**src/rtl/rom_word_fetcher_pkg.sv**
```systemverilog
// Shared types and widths for the ROM word fetcher.
package fetch_pkg;

  localparam int BYTE_W = 8;
  localparam int WORD_W = 32;
  localparam int ADDR_W = 32;

  typedef enum logic {
    FETCH,
    DONE
  } state_t;

  typedef struct packed {
    logic [WORD_W-1:0] data;
    logic [ADDR_W-1:0] addr;
  } fetch_word_t;

endpackage

```
**src/rtl/rom_word_fetcher_if.sv**
```systemverilog
// Word delivery handshake between the fetcher (master) and decode (slave).
interface rom_word_fetcher_if;
  import fetch_pkg::*;

  logic [WORD_W-1:0] word_data;
  logic [ADDR_W-1:0] word_addr;
  logic              word_valid;
  logic              word_ready;

  modport master (output word_data, word_addr, word_valid, input word_ready);
  modport slave  (input word_data, word_addr, word_valid, output word_ready);
endinterface

```
**src/rtl/rom_word_fetcher_fifo.sv**
```systemverilog
// Two-entry synchronous FIFO of fetched words; flush overrides push and pop.
module fetch_fifo
  import fetch_pkg::*;
#(
  parameter int DEPTH = 2
) (
  input  logic        clk,
  input  logic        rst_n,
  input  logic        push,
  input  logic        pop,
  input  logic        flush,
  input  fetch_word_t din,
  output fetch_word_t dout,
  output logic        full,
  output logic        empty
);

  fetch_word_t mem_q [DEPTH];
  fetch_word_t mem_d [DEPTH];
  logic        rd_ptr_q, rd_ptr_d;
  logic        wr_ptr_q, wr_ptr_d;
  logic [1:0]  count_q, count_d;
  logic        do_push, do_pop;

  assign empty   = (count_q == 2'd0);
  assign full    = (count_q == 2'(DEPTH));
  assign dout    = mem_q[rd_ptr_q];
  assign do_pop  = pop && !empty;
  // A push into a full FIFO is legal when the head leaves in the same cycle.
  assign do_push = push && (!full || do_pop);

  always_comb begin
    mem_d    = mem_q;
    rd_ptr_d = rd_ptr_q;
    wr_ptr_d = wr_ptr_q;
    count_d  = count_q;
    if (flush) begin
      rd_ptr_d = 1'b0;
      wr_ptr_d = 1'b0;
      count_d  = 2'd0;
    end else begin
      if (do_push) begin
        mem_d[wr_ptr_q] = din;
        wr_ptr_d        = !wr_ptr_q;
      end
      if (do_pop) rd_ptr_d = !rd_ptr_q;
      count_d = count_q + 2'(do_push) - 2'(do_pop);
    end
  end

  always_ff @(posedge clk or negedge rst_n) begin
    if (!rst_n) begin
      for (int i = 0; i < DEPTH; i++) mem_q[i] <= '0;
      rd_ptr_q <= 1'b0;
      wr_ptr_q <= 1'b0;
      count_q  <= 2'd0;
    end else begin
      mem_q    <= mem_d;
      rd_ptr_q <= rd_ptr_d;
      wr_ptr_q <= wr_ptr_d;
      count_q  <= count_d;
    end
  end

endmodule

```
**src/rtl/rom_word_fetcher.sv**
```systemverilog
// Byte-wide ROM reader assembling little-endian 32-bit words into a 2-deep FIFO.
// Optional macro FETCH_STALL_CNT_EN adds the stall_cycles counter output.
module rom_word_fetcher
  import fetch_pkg::*;
#(
  parameter int ROM_SIZE   = 112,
  parameter int FIFO_DEPTH = 2
) (
  input  logic                clk,
  input  logic                rst_n,
  input  logic                en,
  output logic [ADDR_W-1:0]   rom_address,
  input  logic [BYTE_W-1:0]   rom_byte,
  input  logic                redirect_valid,
  input  logic [ADDR_W-1:0]   redirect_addr,
  output logic                done,
  rom_word_fetcher_if.master  word_if
`ifdef FETCH_STALL_CNT_EN
  ,
  output logic [31:0]         stall_cycles
`endif
);

  if (ROM_SIZE <= 0 || (ROM_SIZE % 4) != 0) begin : g_bad_rom_size
    $fatal(1, "rom_word_fetcher: ROM_SIZE must be a non-zero multiple of 4");
  end
  if (FIFO_DEPTH != 2) begin : g_bad_fifo_depth
    $fatal(1, "rom_word_fetcher: only FIFO_DEPTH=2 is supported");
  end

  localparam logic [ADDR_W-1:0] END_ADDR = ADDR_W'(ROM_SIZE);

  state_t            state_q, state_d;
  logic [ADDR_W-1:0] ptr_q, ptr_d;
  logic [1:0]        idx_q, idx_d;
  logic [23:0]       asm_q, asm_d;

  logic        fifo_full, fifo_empty;
  logic        at_end, pop, blocked, step, push;
  fetch_word_t push_word, head_word;
  logic        unused_redir_lsbs;

  assign unused_redir_lsbs = ^redirect_addr[1:0];

  assign at_end  = (ptr_q >= END_ADDR);
  assign pop     = !fifo_empty && word_if.word_ready;
  assign blocked = (idx_q == 2'd3) && fifo_full && !pop;
  assign step    = (state_q == FETCH) && en && !at_end && !blocked;
  assign push    = step && (idx_q == 2'd3);

  // Lane 3 comes straight from the ROM on the completing step.
  assign push_word.data = {rom_byte, asm_q};
  assign push_word.addr = ptr_q - 32'd3;

  always_comb begin
    state_d = state_q;
    ptr_d   = ptr_q;
    idx_d   = idx_q;
    asm_d   = asm_q;
    if (redirect_valid) begin
      ptr_d   = {redirect_addr[ADDR_W-1:2], 2'b00};
      idx_d   = 2'd0;
      asm_d   = '0;
      state_d = FETCH;
    end else begin
      if (step) begin
        ptr_d = ptr_q + 32'd1;
        idx_d = idx_q + 2'd1;
        if (idx_q != 2'd3) asm_d[{idx_q, 3'b000} +: 8] = rom_byte;
      end
      if (ptr_d >= END_ADDR) state_d = DONE;
    end
  end

  always_ff @(posedge clk or negedge rst_n) begin
    if (!rst_n) begin
      state_q <= FETCH;
      ptr_q   <= '0;
      idx_q   <= 2'd0;
      asm_q   <= '0;
    end else begin
      state_q <= state_d;
      ptr_q   <= ptr_d;
      idx_q   <= idx_d;
      asm_q   <= asm_d;
    end
  end

  fetch_fifo #(.DEPTH(FIFO_DEPTH)) u_fifo (
    .clk   (clk),
    .rst_n (rst_n),
    .push  (push && !redirect_valid),
    .pop   (pop),
    .flush (redirect_valid),
    .din   (push_word),
    .dout  (head_word),
    .full  (fifo_full),
    .empty (fifo_empty)
  );

  // A redirect past the end parks the address at ROM_SIZE until DONE is entered.
  assign rom_address        = at_end ? END_ADDR : ptr_q;
  assign done               = (state_q == DONE);
  assign word_if.word_data  = head_word.data;
  assign word_if.word_addr  = head_word.addr;
  assign word_if.word_valid = !fifo_empty;

`ifdef FETCH_STALL_CNT_EN
  logic [31:0] stall_q, stall_d;

  always_comb begin
    stall_d = stall_q;
    if (redirect_valid) stall_d = '0;
    else if ((state_q == FETCH) && en && blocked && (stall_q != 32'hFFFF_FFFF))
      stall_d = stall_q + 32'd1;
  end

  always_ff @(posedge clk or negedge rst_n) begin
    if (!rst_n) stall_q <= '0;
    else        stall_q <= stall_d;
  end

  assign stall_cycles = stall_q;
`endif

endmodule

```
**src/flat_wrapper.sv**
```systemverilog
// flat-port wrapper written by rule: the top's interface ports become plain ports
module rom_word_fetcher_flat import fetch_pkg::*;
#(
  parameter int ROM_SIZE   = 112,
  parameter int FIFO_DEPTH = 2
)
  (clk, rst_n, en, rom_address, rom_byte, redirect_valid, redirect_addr, done, word_if_word_data, word_if_word_addr, word_if_word_valid, word_if_word_ready);
  rom_word_fetcher_if word_if_i ();
  input  logic clk;
  input  logic rst_n;
  input  logic en;
  output logic [ADDR_W-1:0] rom_address;
  input  logic [BYTE_W-1:0] rom_byte;
  input  logic redirect_valid;
  input  logic [ADDR_W-1:0] redirect_addr;
  output logic done;
  output wire logic [$bits(word_if_i.word_data)-1:0] word_if_word_data;
  output wire logic [$bits(word_if_i.word_addr)-1:0] word_if_word_addr;
  output wire logic [$bits(word_if_i.word_valid)-1:0] word_if_word_valid;
  input wire logic [$bits(word_if_i.word_ready)-1:0] word_if_word_ready;
  assign word_if_word_data = word_if_i.word_data;
  assign word_if_word_addr = word_if_i.word_addr;
  assign word_if_word_valid = word_if_i.word_valid;
  assign word_if_i.word_ready = word_if_word_ready;
  rom_word_fetcher #(.ROM_SIZE(ROM_SIZE), .FIFO_DEPTH(FIFO_DEPTH)) u_core (.clk(clk), .rst_n(rst_n), .en(en), .rom_address(rom_address), .rom_byte(rom_byte), .redirect_valid(redirect_valid), .redirect_addr(redirect_addr), .done(done), .word_if(word_if_i));
endmodule
```
**config.mk**
```make
export PLATFORM = sky130hd
export DESIGN_NAME = rom_word_fetcher_flat
export DESIGN_NICKNAME = d
export VERILOG_FILES = /design/src/rtl/rom_word_fetcher_pkg.sv /design/src/rtl/rom_word_fetcher_if.sv /design/src/rtl/rom_word_fetcher_fifo.sv /design/src/rtl/rom_word_fetcher.sv /design/src/flat_wrapper.sv
export SDC_FILE = /design/constraint.sdc
export NUM_CORES = 1
export LEC_CHECK = 0
export CORE_ASPECT_RATIO = 0.9
export CORE_MARGIN = 2
export CORE_UTILIZATION = 50
export DETAILED_ROUTE_END_ITERATION = 12
export DONT_BUFFER_PORTS = 1
export GPL_TIMING_DRIVEN = 0
export PLACE_DENSITY_LB_ADDON = 0.3
export SYNTH_ARGS = -nofsm -noshare
export SYNTH_HDL_FRONTEND = slang
export SYNTH_SLANG_ARGS = --single-unit
```
**constraint.sdc**
```tcl
create_clock -name clk -period 2.3 [get_ports clk]
set_input_delay 0.46 -clock clk [delete_from_list [all_inputs] [get_ports clk]]
set_output_delay 0.46 -clock clk [all_outputs]
set_load 0.05 [all_outputs]
```
# Word level (Yosys, flattened, before mapping)
# Index checks and enable logic that the tools add are counted.
word_totals:
  elab_cells: 82
  regBits: 191
  out_inout_bits: 98
classes:
  add_sub_neg: 6
  eq_ne: 3
  n_reduce_logical: 28
  magnitude_cmp: 5
  muxes: 23
  n_shift: 2
  bitwise_logic: 4
op_table:
  columns: ["op", "count"]
  rows:
  - ["$mux 64", 4]
  - ["$bwmux 128", 1]
  - ["$mux 32", 4]
  - ["$mux 24", 3]
  - ["$demux 64 s1", 1]
  - ["$ge 32x7->1 const B", 2]
  - ["$add 32x1->32 const B", 1]
  - ["$sub 32x2->32 const B", 1]
  - ["$bwmux 24", 1]
  - ["$shift 8x7->24 const A", 1]
  - ["$shiftx 8x7->24", 1]
  - ["$logic_and 1x1->1", 11]
  - ["$reduce_bool 2->1", 5]
  - ["$logic_not 1->1", 8]
  - ["$neg 5->7", 1]
  - ["$mux 1", 6]
  - ["$mux 2", 3]
  - ["$eq 2x2->1 const B", 2]
  - ["$ge 2x2->1 const B", 2]
  - ["$not 1->2", 2]
  - ["$reduce_and 2->1", 2]
  - ["$add 2x1->2", 1]
  - ["$add 2x1->2 const B", 1]
  - ["$logic_not 2->1", 1]
  - ["other kinds (5)", 6]

# Longest topological paths before layout
# Gate-level depths: netlist (run 1).
depth:
  ltp_word: 13
  mapped_depth: 12
  depth_no_buf: 11

# Cells and area by module
# A second synthesis (run 1) with hierarchy kept.
unflattened:
  cells_unflattened: 727
  hier_area_um2: 9544.2
by_module_without_submodules:
  columns: ["module", "cells_each", "area_each_um2", "instances"]
  rows:
  - ["fetch_fifo", 370, 5949.5, 1]
  - ["rom_word_fetcher", 357, 3594.7, 1]

# Worst setup path after synthesis (run 1)
# OpenSTA, ideal clock, no wires.
synth_timing:
  path_kind: "reg2out"
  from: "register u_core.ptr_q[9]"
  to: "output rom_address[0]"
  n_path_buf: 1
  stages_incl_launch_ff: 5
  path_slack_ps: -771
  t_arrival_ps: 2611
  cell_sequence: "dfrtp_1 nor4_1 nand4_1 clkbuf_1 nor4_1"
synth_between:
  elab_chain_len: 2
synth_rtl:
  columns: ["element", "line", "rtl"]
  rows:
  - ["start, declared", "rom_word_fetcher.sv:34", "logic [ADDR_W-1:0] ptr_q, ptr_d;"]
  - ["start signal, assigned", "rom_word_fetcher.sv:83", "ptr_q <= ptr_d;"]
  - ["$ge 32x7->1", "rom_word_fetcher.sv:45", "assign at_end = (ptr_q >= END_ADDR);"]
  - ["$mux 32", "rom_word_fetcher.sv:102", "assign rom_address = at_end ? END_ADDR : ptr_q;"]
  - ["end, declared", "flat_wrapper.sv:12", "output logic [ADDR_W-1:0] rom_address;"]
# No other way between the ends.

# Worst setup path in the final report (run 1)
layout_timing:
  from: "register u_core.ptr_q[27]"
  to: "output rom_address[0]"
# Same word-level chain as after synthesis.

==> run_results.csv, run 1 <==
group,metric,value,unit
floorplan,start_util,51.1,%
synthesis,yosys.area_share.simple,11.9,%
timing,fmax,358,MHz
synthesis,ys.flop_type,"dfrtp_1",
synthesis,syn_area,8630,um2
run_status,status,"finished with violations",
power,p_comb_share,4.9,%
timing,setup_viol,75,
synthesis,synth_top_cell_area_share,55.4,%
worst_setup_path,cp.required,1.84,ns
drt,drtPass1Iterations,4,
drt,drc,0,
worst_setup_path,startpoint_type,"flop",
timing,timing.final.max_slew_violations,0,
drt,ant_nets,0,
power,p_sw_share,24.0,%
synthesis,synthMuxAreaShare,18.4,%
global_routing,grt_pass1_wl,31200,um
synthesis,yosys.area_share.xor_xnor,1.62,%
synthesis,async_reset_ff_share,100,%
job,cap_viol_max_count,0,
drt,wirelength,20200,um
power,power,0.00681,W
clock_network,insertion_delay,0.44,ns
cells_and_area,utilization,60.7,%
clock_network,cts.clk_slew.worst_paths,0.07,ns
timing,slew_headroom,44.0,%
placed_design,numPortBuffers,0,
power,p_leak,5.11,nW
clock_network,root_buffer,"clkbuf_16",
clock_network,cts_tree,"built",
timing,fin_ws,-0.490,ns
worst_setup_path,critPathKind,"flop to primary output",
worst_setup_path,r2r_slack,-0.19,ns
clock_network,clkSinkCount,191,
worst_setup_path,critPathMaxFanout,3,
power,seq_power_share,51.1,%
drt,vias,5650,
synthesis,synth_edf_count,0,
global_routing,antenna_found_initial,1,
run_status,violations,"negative hold slack, negative setup slack",
synthesis,synth.yosys.warnings,0,
clock_network,cts-htree-levels,4,
synthesis,synthTopCellsByArea,"dfrtp_1 (55%), mux2_2 (17%), nand2_1 (5.7%)",
placed_design,place.gp.congestion,0.830,
power,power_density,663,nW/um2
global_routing,track_usage,22.3,%
synthesis,synth_top_family_by_area,"multiplexers",
timing,min_period,2.79,ns
clock_network,cts_buffer_depth,2,
timing,hold_slack,-0.280,ns
synthesis,synth_cells,724,
power,p_int,0.00518,W
synthesis,ys_types,44,
global_routing,overflow,0,
drt,wire_per_inst,19.9,um
synthesis,ys_ff_latch,191,
power,p_sw,0.00163,W
power,clockPowerShare,44.0,%
timing,finClkSkew,0.0112,ns
synthesis,yosysTopAreaCell,"dfrtp_1",
worst_hold_path,hold_class,"primary input to asynchronous set/reset pin",
worst_setup_path,worstPathArrival,2.33,ns
worst_setup_path,critPathCaptureType,"primary output",
drt,drt_iter0_drc,389,
timing,hold_violations,191,
timing,worst_pin_slew,0.834,ns
synthesis,syn_area_per_cell,11.9,um2
power,ir_drop,567,uV
placed_design,hpwlAfterDp,13400,um
cells_and_area,drive_gt1_share,36.0,%
synthesis,yosysMostFrequentCell,"dfrtp_1",
global_routing,grt_max_degree,192,
cells_and_area,finalNetCount,840,
synthesis,ys_seq_area_share,55.4,%
floorplan,fp-row-count,45,
floorplan,core_area,16900,um2
floorplan,die_area,18300,um2
global_routing,grt_pass1_vias,5800,
synthesis,synthTopCellsByCount,"dfrtp_1 (191), mux2_2 (132), nand2_1 (131)",
cells_and_area,area_delta_synth_final,18.9,%
timing,grt_setup_unrepaired,"true",
timing,fin_crit_sh,121,%
drt,detail_route.vias_per_cell,5.58,
synthesis,synth_compound_area_share,6.83,%
floorplan,die_y,129,um
floorplan,io_pins,143,
floorplan,die_x,143,um
clock_network,cts_made_buffers,17,
synthesis,yosys.area_share.adder,1.16,%
[layout make-up]
type | count | area [um2]
Antenna cell | 1 | 2.50
Timing Repair Buffer | 25 | 258
Clock buffer | 20 | 467
Buffer | 63 | 474
Inverter | 7 | 26.3
Clock inverter | 12 | 144
Fill cell | 1285 | 6630
Sequential cell | 191 | 4780
Tap cell | 211 | 264
Multi-Input combinational cell | 482 | 3840
[layout by cell type, fill, tap and decap left out, drive strengths merged, types with 3 or more instances in the layout]
cell    instances
ha              8
and2            6
mux2          132
nand2b         13
nor4           14
clkbuf         41
dfrtp         191
a22o           16
nand2         131
buf            67
o21ai           3
nand3           5
inv            13
mux2i          10
xor2            8
nor3            4
nor2           13
xnor2           8
conb           25
or4             4
and4            5
clkinv          5
nand4           6
o21a           50
[timing repair]
action / CTS / global route
hold endpoints to repair: 191 / 191
gates resized for setup: 78 / 61
cloned: 1 / 2
pin swaps: 5 / 8
endpoints found under the setup margin: 222 / 148
buffers inserted: 8 / 14
[sequential cells by signal (all words and copies together) (netlist names)]
| signal | flops |
|---|---|
| u_core.done | 1 |
| u_core.u_fifo.mem_q | 128 |
| u_core.u_fifo.count_q | 2 |
| u_core.asm_q | 24 |
| u_core.idx_q | 2 |
| u_core.ptr_q | 32 |
| u_core.u_fifo.rd_ptr_q | 1 |
| u_core.u_fifo.wr_ptr_q | 1 |
[cell families (layout without fill, tap and decap cells)]
kind of cell,count (synthesis),count (layout)
mux,142,142
xor+xnor,16,16
fa+ha+maj,8,8
compound gates,77,77
simple gates,214,214
other cells,1,26
buf+inv,75,127
flops,191,191
[worst paths after layout]
path | from | to | depth (start not counted)
max in group asynchronous | rst_n | u_core.u_fifo.mem_q[103] | 0
worst min-delay path | rst_n | u_core.ptr_q[13] | 0
worst max register to register | u_core.ptr_q[7] | u_core.u_fifo.count_q[1] | 12
min in group clk | rom_byte[0] | u_core.u_fifo.mem_q[120] | 2
worst min register to register | u_core.u_fifo.mem_q[99] | u_core.u_fifo.mem_q[99] | 2
worst max-delay path | u_core.ptr_q[27] | rom_address[0] | 5
[layer usage]
layer / up-vias / GRT usage (%) / wire length [um]
li1: 2579 / - / -
met1: 2884 / 28.6 / 8670
met2: 157 / 36.8 / 9940
met3: 30 / 7.22 / 1290
met4: 0 / 6.06 / 270
met5: - / 0 / 0
[stage by stage]
| step | hold WS, ns | instance area, um2 | TNS, ns | std cells | worst slack, ns |
|---|---|---|---|---|---|
| detailed placement | 0.170 | 9000 | -61.27 | 959 | -0.658 |
| CTS | -0.296 | 9940 | -6.95 | 996 | -0.525 |
| global route | -0.298 | 10300 | -13.19 | 1011 | -0.605 |
| finish | -0.280 | 10300 | -8.21 | 1012 | -0.490 |
| global placement | 0.171 | 9000 | -56.31 | 959 | -0.652 |
| floorplan | 0.164 | 8740 | -0.509 | 748 | -0.196 |
[power groups by stage]
stage	Sequential [W]	Combinational, W	Clock, W
finish	0.00348	0.000330	0.00300
global route	0.00348	0.000354	0.00320
CTS	0.00347	0.000304	0.00304
detailed placement	0.00352	0.000302	0
global placement	0.00351	0.000294	0
floorplan	0.00350	0.000270	0
[critical path: stages, from the launching register on]
cell and delay (ns):
dfrtp_1 0.40, nor4_2 0.32, nand4_1 0.24, clkbuf_8 0.22, buf_12 0.12, nor4_4 0.60
No activity file was read; power rests on OpenSTA's default activity.
==> run 2: changes to the inputs <==
--- a/config.mk
+++ b/config.mk
@@ -5,11 +5,11 @@
 export SDC_FILE = /design/constraint.sdc
 export NUM_CORES = 1
 export LEC_CHECK = 0
-export CORE_ASPECT_RATIO = 0.9
 export CORE_MARGIN = 2
 export CORE_UTILIZATION = 50
 export DETAILED_ROUTE_END_ITERATION = 12
 export DONT_BUFFER_PORTS = 1
+export GPL_ROUTABILITY_DRIVEN = 0
 export GPL_TIMING_DRIVEN = 0
 export PLACE_DENSITY_LB_ADDON = 0.3
 export SYNTH_ARGS = -nofsm -noshare
==> constraint.sdc (replaced) <==
create_clock -name clk -period 2.3 [get_ports clk]
set_input_delay 0.46 -clock clk [delete_from_list [all_inputs] [get_ports clk]]
set_output_delay 0.46 -clock clk [all_outputs]
set_load 0.01 [all_outputs]
==> run_results.csv, run 2 (same netlist as run 1, synthesis figures left out) <==
group,metric,value,unit
worst_setup_path,critPathMaxFanout,6,
floorplan,io_pins,143,
clock_network,cts.clk_slew.worst_paths,0.07,ns
timing,grt_setup_unrepaired,"true",
worst_hold_path,hold_class,"primary input to asynchronous set/reset pin",
worst_setup_path,critPathKind,"flop to flop",
cells_and_area,num_antenna_cells,0,
run_status,status,"finished with violations",
worst_setup_path,rr_worst_depth,7,
cells_and_area,area_delta_synth_final,19.1,%
worst_setup_path,worstPathArrival,2.86,ns
clock_network,cts_made_buffers,17,
floorplan,start_util,50.6,%
clock_network,cts_tree,"built",
floorplan,die_area,18300,um2
placed_design,hpwlAfterDp,13400,um
drt,detail_route.vias_per_cell,5.48,
clock_network,root_buffer,"clkbuf_16",
worst_setup_path,cp.required,2.68,ns
cells_and_area,largestRegisters,"u_core.u_fifo.mem_q: 128 flops, u_core.ptr_q: 32 flops, u_core.asm_q: 24 flops",
power,power_density,691,nW/um2
drt,vias,5616,
worst_setup_path,startpoint_type,"flop",
drt,drc,0,
global_routing,track_usage,22.4,%
drt,drtPass1Iterations,4,
timing,fin_ws,-0.179,ns
drt,drt_iter0_drc,262,
timing,fin_setup_tns,-5.19,ns
global_routing,grt_max_degree,192,
worst_setup_path,r2r_slack,-0.18,ns
run_status,violations,"negative hold slack, negative setup slack",
drt,ant_nets,0,
placed_design,dpl_worst_slack,-0.706,ns
floorplan,core_area,17100,um2
cells_and_area,regMostFlops,"u_core.u_fifo.mem_q",
power,p_leak,5.10,nW
clock_network,cts-htree-levels,4,
cells_and_area,drive_gt1_share,34.9,%
placed_design,numPortBuffers,0,
global_routing,grt_pass1_wl,31500,um
clock_network,clkSinkCount,191,
cells_and_area,finalNonFillerCells,1024,
job,cap_viol_max_count,0,
timing,fmax,403,MHz
cells_and_area,layout_common_cells,"dfrtp_1 (190), mux2_2 (131), nand2_1 (128)",
worst_setup_path,reg2reg_to,"u_core.u_fifo.mem_q[24]",
clock_network,cts_buffer_depth,2,
floorplan,die_x,135,um
global_routing,antenna_found_initial,0,
global_routing,overflow,0,
clock_network,insertion_delay,0.44,ns
worst_setup_path,critPathCaptureType,"flop",
worst_setup_path,r2r-start,"u_core.ptr_q[4]",
global_routing,grt_pass1_vias,5847,
timing,fin_crit_sh,108,%
cells_and_area,finalNetCount,839,
power,ir_drop,509,uV
cells_and_area,layout_commonest_cell,"dfrtp_1",
timing,timing.final.max_slew_violations,0,
drt,wirelength,20200,um
timing,min_period,2.48,ns
drt,wire_per_inst,19.8,um
cells_and_area,largest_reg_flops,128,
timing,hold_violations,191,
timing,slew_headroom,55.2,%
placed_design,dp.cells,973,
timing,worst_pin_slew,0.670,ns
timing,finClkSkew,0.0124,ns
timing,hold_slack,-0.280,ns
timing,setup_viol,44,
floorplan,die_y,135,um
floorplan,fp-row-count,48,
-- run 2: power breakdown --
group	switching, W	internal, W
registers	0.0000590	0.00341
logic	0.000131	0.000136
clock network	0.00126	0.00211
-- run 2: routing by layer --
layer  vias up  routed length, um  global-route usage [%]
met5         -                  0                       0
met3        21               1130                    6.25
met4         0                338                    6.89
met2       136              10200                    37.9
met1      2890               8540                    28.1
li1       2569                  -                       -
-- run 2: metrics by stage --
stage / total power (W) / cell area (um2) / hold slack, ns / utilization [%]
after floorplan: 0.00370 / 8730 / 0.164 / -
after global placement: 0.00373 / 9010 / 0.173 / 52.8
after detailed placement: 0.00374 / 9010 / 0.172 / 52.8
after CTS: 0.00712 / 9990 / -0.291 / 58.6
after global routing: 0.00732 / 10300 / -0.299 / 60.3
final: 0.00710 / 10300 / -0.280 / 60.3
-- run 2: worst max-delay path, cell delays in order, from the launching register on --
cell	delay [ns]
dfrtp_1	0.37
buf_6	0.13
or4_4	0.54
or4_4	0.45
or4_4	0.47
nand4_4	0.17
clkbuf_16	0.17
o21a_1	0.11
-- run 2: what timing repair did --
| action | 4_1_cts | 5_1_grt |
|---|---|---|
| gates cloned | 0 | 3 |
| resized for setup | 63 | 44 |
| endpoints found under the hold margin | 191 | 191 |
| setup endpoints to repair | 217 | 143 |
| setup buffers | 10 | 11 |
| pin swaps | 5 | 8 |
-- run 2: how the worst max path moves through the flow --
stage / slack, ns / cells after the start / from / endpoint
finish: -0.18 / 7 / u_core.ptr_q[4] / u_core.u_fifo.mem_q[24]
global route: -0.26 / 5 / u_core.ptr_q[7] / rom_address[3]
CTS: -0.17 / 7 / u_core.ptr_q[4] / u_core.u_fifo.mem_q[14]
detailed placement: -0.71 / 8 / u_core.idx_q[0] / u_core.u_fifo.mem_q[89]
global placement: -0.54 / 8 / u_core.idx_q[0] / u_core.u_fifo.mem_q[91]
floorplan: 0.002 / 7 / u_core.ptr_q[4] / u_core.u_fifo.mem_q[12]
-- run 2: layout make-up --
class | instances | area [um2]
fillers | 1375 | 6780
flip-flops and latches | 191 | 4780
multi-input cells | 482 | 3800
plain buffers | 64 | 487
clock buffers | 20 | 457
well taps | 225 | 282
clock inverters | 12 | 226
repair buffers | 23 | 226
inverters | 7 | 26.3
